===== src/rtl/addsub_digit_serial.sv =====
// addsub_digit_serial: digit-serial two's-complement adder/subtractor.
// Operands are accepted over a valid/ready handshake. They are then summed
// DIGIT bits per clock, LSB digit first, through a registered carry. The
// result {carry-out, sum} is held on an output handshake until it is taken.
// Optional build macro ADDSUB_OVF_FLAG_EN adds the signed overflow output ovf.
//
// Handshake semantics (both sides): a transfer happens at a rising clk edge
// where valid and ready are both high. valid is never withdrawn until that
// transfer, and the data under it is stable. in_ready is high only in IDLE.
// out_valid is high only in DONE. Only the in_valid & in_ready edge samples
// a, b and sign; their values at other edges are not used.
module addsub_digit_serial #(
    parameter int WIDTH = 8,
    parameter int DIGIT = 2
) (
    input  logic             clk,
    input  logic             rst,
    input  logic             in_valid,
    output logic             in_ready,
    input  logic [WIDTH-1:0] a,
    input  logic [WIDTH-1:0] b,
    input  logic             sign,
    output logic             out_valid,
    input  logic             out_ready,
    output logic [WIDTH:0]   s,
`ifdef ADDSUB_OVF_FLAG_EN
    output logic             ovf,
`endif
    output logic [1:0]       dbg_state
);

    localparam int N  = WIDTH / DIGIT;
    localparam int CW = (N > 1) ? $clog2(N) : 1;

    localparam logic [1:0] IDLE = 2'd0;
    localparam logic [1:0] BUSY = 2'd1;
    localparam logic [1:0] DONE = 2'd2;

    logic [1:0]       state;
    logic [WIDTH-1:0] a_r;
    logic [WIDTH-1:0] b_r;      // B with the subtract mask already applied
    logic             carry;
    logic [CW-1:0]    cnt;

    logic [DIGIT-1:0] a_d;
    logic [DIGIT-1:0] b_d;
    logic [DIGIT:0]   dsum;
    logic             last;

    // Select the current operand digits and form the digit sum with carry-in.
    always_comb begin
        a_d = '0;
        b_d = '0;
        for (int i = 0; i < N; i++) begin
            if (cnt == CW'(i)) begin
                a_d = a_r[i*DIGIT +: DIGIT];
                b_d = b_r[i*DIGIT +: DIGIT];
            end
        end
        dsum = {1'b0, a_d} + {1'b0, b_d} + {{DIGIT{1'b0}}, carry};
        last = (cnt == CW'(N - 1));
    end

    // Control FSM, digit datapath and result register.
    always_ff @(posedge clk) begin
        if (rst) begin
            state <= IDLE;
            a_r   <= '0;
            b_r   <= '0;
            carry <= 1'b0;
            cnt   <= '0;
            s     <= '0;
`ifdef ADDSUB_OVF_FLAG_EN
            ovf   <= 1'b0;
`endif
        end else begin
            case (state)
                IDLE: begin
                    if (in_valid) begin
                        a_r   <= a;
                        b_r   <= b ^ {WIDTH{sign}};
                        carry <= sign;   // +1 completes the two's-complement negate
                        cnt   <= '0;
                        state <= BUSY;
                    end
                end
                BUSY: begin
                    for (int i = 0; i < N; i++) begin
                        if (cnt == CW'(i)) begin
                            s[i*DIGIT +: DIGIT] <= dsum[DIGIT-1:0];
                        end
                    end
                    carry <= dsum[DIGIT];
                    if (last) begin
                        s[WIDTH] <= dsum[DIGIT];
`ifdef ADDSUB_OVF_FLAG_EN
                        // Carry into the MSB is recovered from the MSB sum bit.
                        ovf <= a_d[DIGIT-1] ^ b_d[DIGIT-1] ^ dsum[DIGIT-1] ^ dsum[DIGIT];
`endif
                        state <= DONE;
                    end else begin
                        cnt <= cnt + CW'(1);
                    end
                end
                DONE: begin
                    if (out_ready) begin
                        state <= IDLE;
                    end
                end
                default: state <= IDLE;
            endcase
        end
    end

    assign in_ready  = (state == IDLE);
    assign out_valid = (state == DONE);
    assign dbg_state = state;

endmodule


===== config.mk =====
export PLATFORM = sky130hd
export DESIGN_NAME = addsub_digit_serial
export DESIGN_NICKNAME = d
export VERILOG_FILES = /design/src/rtl/addsub_digit_serial.sv
export SDC_FILE = /design/constraint.sdc
export NUM_CORES = 1
export LEC_CHECK = 0
export CAP_MARGIN = 20
export CELL_PAD_IN_SITES_DETAIL_PLACEMENT = 0
export CELL_PAD_IN_SITES_GLOBAL_PLACEMENT = 1
export CORE_ASPECT_RATIO = 0.7
export CORE_MARGIN = 4
export CORE_UTILIZATION = 36
export DETAILED_ROUTE_END_ITERATION = 7
export MAX_ROUTING_LAYER = met4
export PLACE_DENSITY = 0.9
export SLEW_MARGIN = 20
export SYNTH_ARGS = -nofsm -noshare
export SYNTH_HDL_FRONTEND = slang
export SYNTH_SLANG_ARGS = --single-unit

===== constraint.sdc =====
create_clock -name clk -period 2.85 [get_ports clk]
set_input_delay 0.57 -clock clk [delete_from_list [all_inputs] [get_ports clk]]
set_output_delay 0.57 -clock clk [all_outputs]
set_load 0.01 [all_outputs]

==> flow_metrics.py <==
metrics = {
    "sta": {
        "pnr_worst_setup_slack_ns": 0.232,
        "finClkSkew_ns": 0.0102,
        "timing.final.setup_violations": 0,
        "upper_clock_frequency_limit_ghz": 0.382,
        "final_min_period_over_clock_period_pct": 91.9,
        "finalSetupTns_ns": 0,
        "final_period_minus_worst_setup_slack_ns": 2.62,
        "rsz0062_at_grt": "no",
        "timing.final.hold_violations": 0,
        "worst_slew_margin_rel_pct": 60.7,
        "worstMarginPinSlew_ns": 0.588,
        "timing_max_transition_violations_final": 0,
    },
    "clock_network": {
        "cts.repair.resized": 0,
        "tritoncts.num_buffers": 5,
        "cts_tree": "done",
        "worst_setup_hold_path_clk_slew_ns": 0.07,
        "ctsRootBufferMaster": "sky130_fd_sc_hd__clkbuf_8",
        "htree_levels": 2,
        "postCtsSetupRepairBufs": 0,
        "clk_latency_ns": 0.29,
        "cts_buffer_depth": 2,
        "postCtsHoldBufs": 0,
        "tritoncts_num_sinks": 30,
    },
    "power_and_ir_drop": {
        "cell_internal_pwr_uw": 792,
        "p_sw_share_pct": 26.0,
        "powerDensity_nw_per_um2": 571,
        "vdd_ir_drop_max_v": 0.000285,
        "netSwitchingPower_uw": 278,
        "pwr-share-comb_pct": 17.1,
        "p_clk_share_pct": 39.6,
        "cellLeakagePower_uw": 0.000674,
        "power.share.sequential_pct": 43.3,
    },
    "critical_path": {
        "r2r_end": "s[5]",
        "worst_path_required_ns": 3.04,
        "worst-r2r-setup-slack_ns": 0.23,
        "cp-start-kind": "register",
        "timing.rr.start": "cnt[0]",
        "worstRegToRegCells": 9,
        "critPathMaxFanout": 12,
        "crit_arrival_ns": 2.81,
        "crit_path_end_kind": "register",
        "criticalPathCategory": "register to register",
    },
    "status": {
        "status": "complete, no violations",
    },
    "die": {
        "io_pins": 34,
        "chipWidth_um": 83.1,
        "initial_utilization_pct": 38.9,
        "die_h_um": 60.6,
        "placementRows": 18,
        "core_region_area_sq_um": 3650,
        "floorplan.die_area_sq_um": 5030,
    },
    "synthesis": {
        "syn_area_sq_um": 1420,
        "post-synth-top-area-fraction_pct": 42.3,
        "synth_cells": 166,
        "post_synth_main_area_contributors": "sky130_fd_sc_hd__dfxtp_1, sky130_fd_sc_hd__a21oi_1, sky130_fd_sc_hd__nand2_1, sky130_fd_sc_hd__a211oi_1, sky130_fd_sc_hd__nor2_1",
        "synth.lib_cells_used.distinct": 31,
        "ys.warnings.count": 0,
        "number_of_nets_in_the_synthesized_netlist": 193,
        "synth_area_leader_cell": "sky130_fd_sc_hd__dfxtp_1",
        "synth_seq_cells": 30,
        "ys_seq_area_share_pct": 42.3,
        "postSynthAreaPerCell_sq_um": 8.55,
    },
    "route": {
        "via_per_inst": 5.13,
        "routed_wl_um": 3360,
        "routed-via-count": 1257,
        "drt-initial-drc-count": 79,
        "number_of_antenna_violating_nets_in_the_routed_design": 0,
        "avgRoutedWirePerCell_um": 13.7,
        "drc_violation_count_after_routing": 0,
        "firstDrtPassIters": 4,
    },
    "placement": {
        "dp_worst_setup_slack_ns": 0.236,
        "numPlacedInstances": 237,
        "port_buffers": 33,
        "place_congestion": 0.851,
        "place_hpwl_um": 2470,
    },
    "worst_hold_path": {
        "hp-class": "register to register",
        "holdPathEnd": "a_r[3]",
        "hold_depth": 2,
        "min-delay-start": "a_r[3]",
    },
    "finish": {
        "drive_above_1_share_pct": 8.72,
        "area_growth_pct": 32.0,
        "layoutNonFillerInstCount": 245,
        "antenna-diode-count": 0,
        "num-nets-final": 221,
    },
    "run": {
        "max-cap-violations": 0,
    },
    "global_route": {
        "globalRouteOverflowTotal": 0,
        "grt_pass1_vias": 1235,
        "grt_start_max_net_pins": 22,
        "grt_pass1_wl_um": 5610,
        "grt_use_total_pct": 14.7,
        "grt_antenna_before_repair": 0,
    },
}
how the worst max path moves through the flow:
stage | depth (start not counted) | to | from
after detailed placement | 9 | s[5] | cnt[0]
after floorplan | 9 | s[3] | cnt[0]
final | 9 | s[5] | cnt[0]
after global routing | 9 | s[3] | cnt[1]
after global placement | 9 | s[3] | cnt[0]
after CTS | 9 | s[3] | cnt[0]
per-stage QoR:
stage	hold WS (ns)	area, sq um	power [uW]	util (%)
3_5_place_dp	0.461	1770	656	48.4
2_1_floorplan	0.436	1420	586	-
6_report	0.467	1870	1070	51.4
5_1_grt	0.494	1870	1120	51.4
4_1_cts	0.470	1870	1070	51.4
3_3_place_gp	0.447	1770	647	48.4
routing by layer:
layer  up-vias  global-route usage (%)  part of all wire, %
met4         0                    6.99                  1.7
met1       593                    17.9                   47
met3         7                    4.61                  5.9
met2        38                    22.4                   45
met5         -                       -                    0
li1        619                       -                    -
final cells by class:
class,instances,area [sq um]
Inverter,8,30.0
Tap cell,50,62.6
Timing Repair Buffer,35,345
Multi-Input combinational cell,114,727
Fill cell,358,1770
Clock inverter,3,40.0
Clock buffer,5,68.8
Sequential cell,30,601
cell usage in the layout, fill, tap and decap left out, drive strengths merged, types with 2 or more instances in the layout:
| master | instances |
|---|---|
| clkbuf | 5 |
| nor2 | 14 |
| clkdlybuf4s50 | 33 |
| buf | 2 |
| a21bo | 3 |
| xor2 | 2 |
| nand3 | 5 |
| clkinv | 2 |
| inv | 8 |
| a21oi | 26 |
| xnor2 | 6 |
| a211oi | 10 |
| a22o | 2 |
| o21ai | 4 |
| or3b | 2 |
| a22oi | 2 |
| nand2 | 20 |
| fa | 2 |
| a311oi | 3 |
| dfxtp | 30 |
| ha | 4 |
cells by family after synthesis:
kind of cell	share of synthesized area (%)
flip-flops	42.3
buffers and inverters	6.87
XOR/XNOR	4.93
AO/OA/AOI/OAI	23.4
adder cells (fa/ha/maj)	6.34
multiplexers	0.705
AND/OR/NAND/NOR	15.4
power by group through the flow:
stage          Sequential (uW)  Clock [uW]  Combinational (uW)
2_1_floorplan              470           0                 116
3_3_place_gp               472           0                 175
3_5_place_dp               473           0                 182
4_1_cts                    464         427                 183
5_1_grt                    467         449                 202
6_report                   464         423                 182
cell usage after synthesis, drive strengths merged:
cell,count
nand2b,1
a311oi,3
a21bo,3
dfxtp,30
a22oi,2
nand3b,1
o21ai,4
mux2i,1
nor2b,1
fa,2
a21oi,26
ha,4
a211oi,10
inv,8
xnor2,6
and3b,1
nor3,1
nor2,14
nor3b,1
or3b,2
a2111oi,1
buf,7
nand3,5
xor2,2
a22o,2
and2b,1
clkbuf,7
nand2,20
registers in the layout (all words and copies together), names as in the netlist:
name       cells
a_r            8
s              9
b_r            8
cnt            2
carry          1
dbg_state      2
worst max-delay path: stages (launching register included):
cell	delay [ns]
sky130_fd_sc_hd__dfxtp_1	0.41
sky130_fd_sc_hd__inv_1	0.10
sky130_fd_sc_hd__ha_1	0.35
sky130_fd_sc_hd__a21oi_1	0.15
sky130_fd_sc_hd__o21ai_0	0.09
sky130_fd_sc_hd__a22o_1	0.21
sky130_fd_sc_hd__fa_1	0.38
sky130_fd_sc_hd__inv_1	0.07
sky130_fd_sc_hd__fa_1	0.47
sky130_fd_sc_hd__a311oi_1	0.29
No activity file was read; power rests on OpenSTA's default activity.
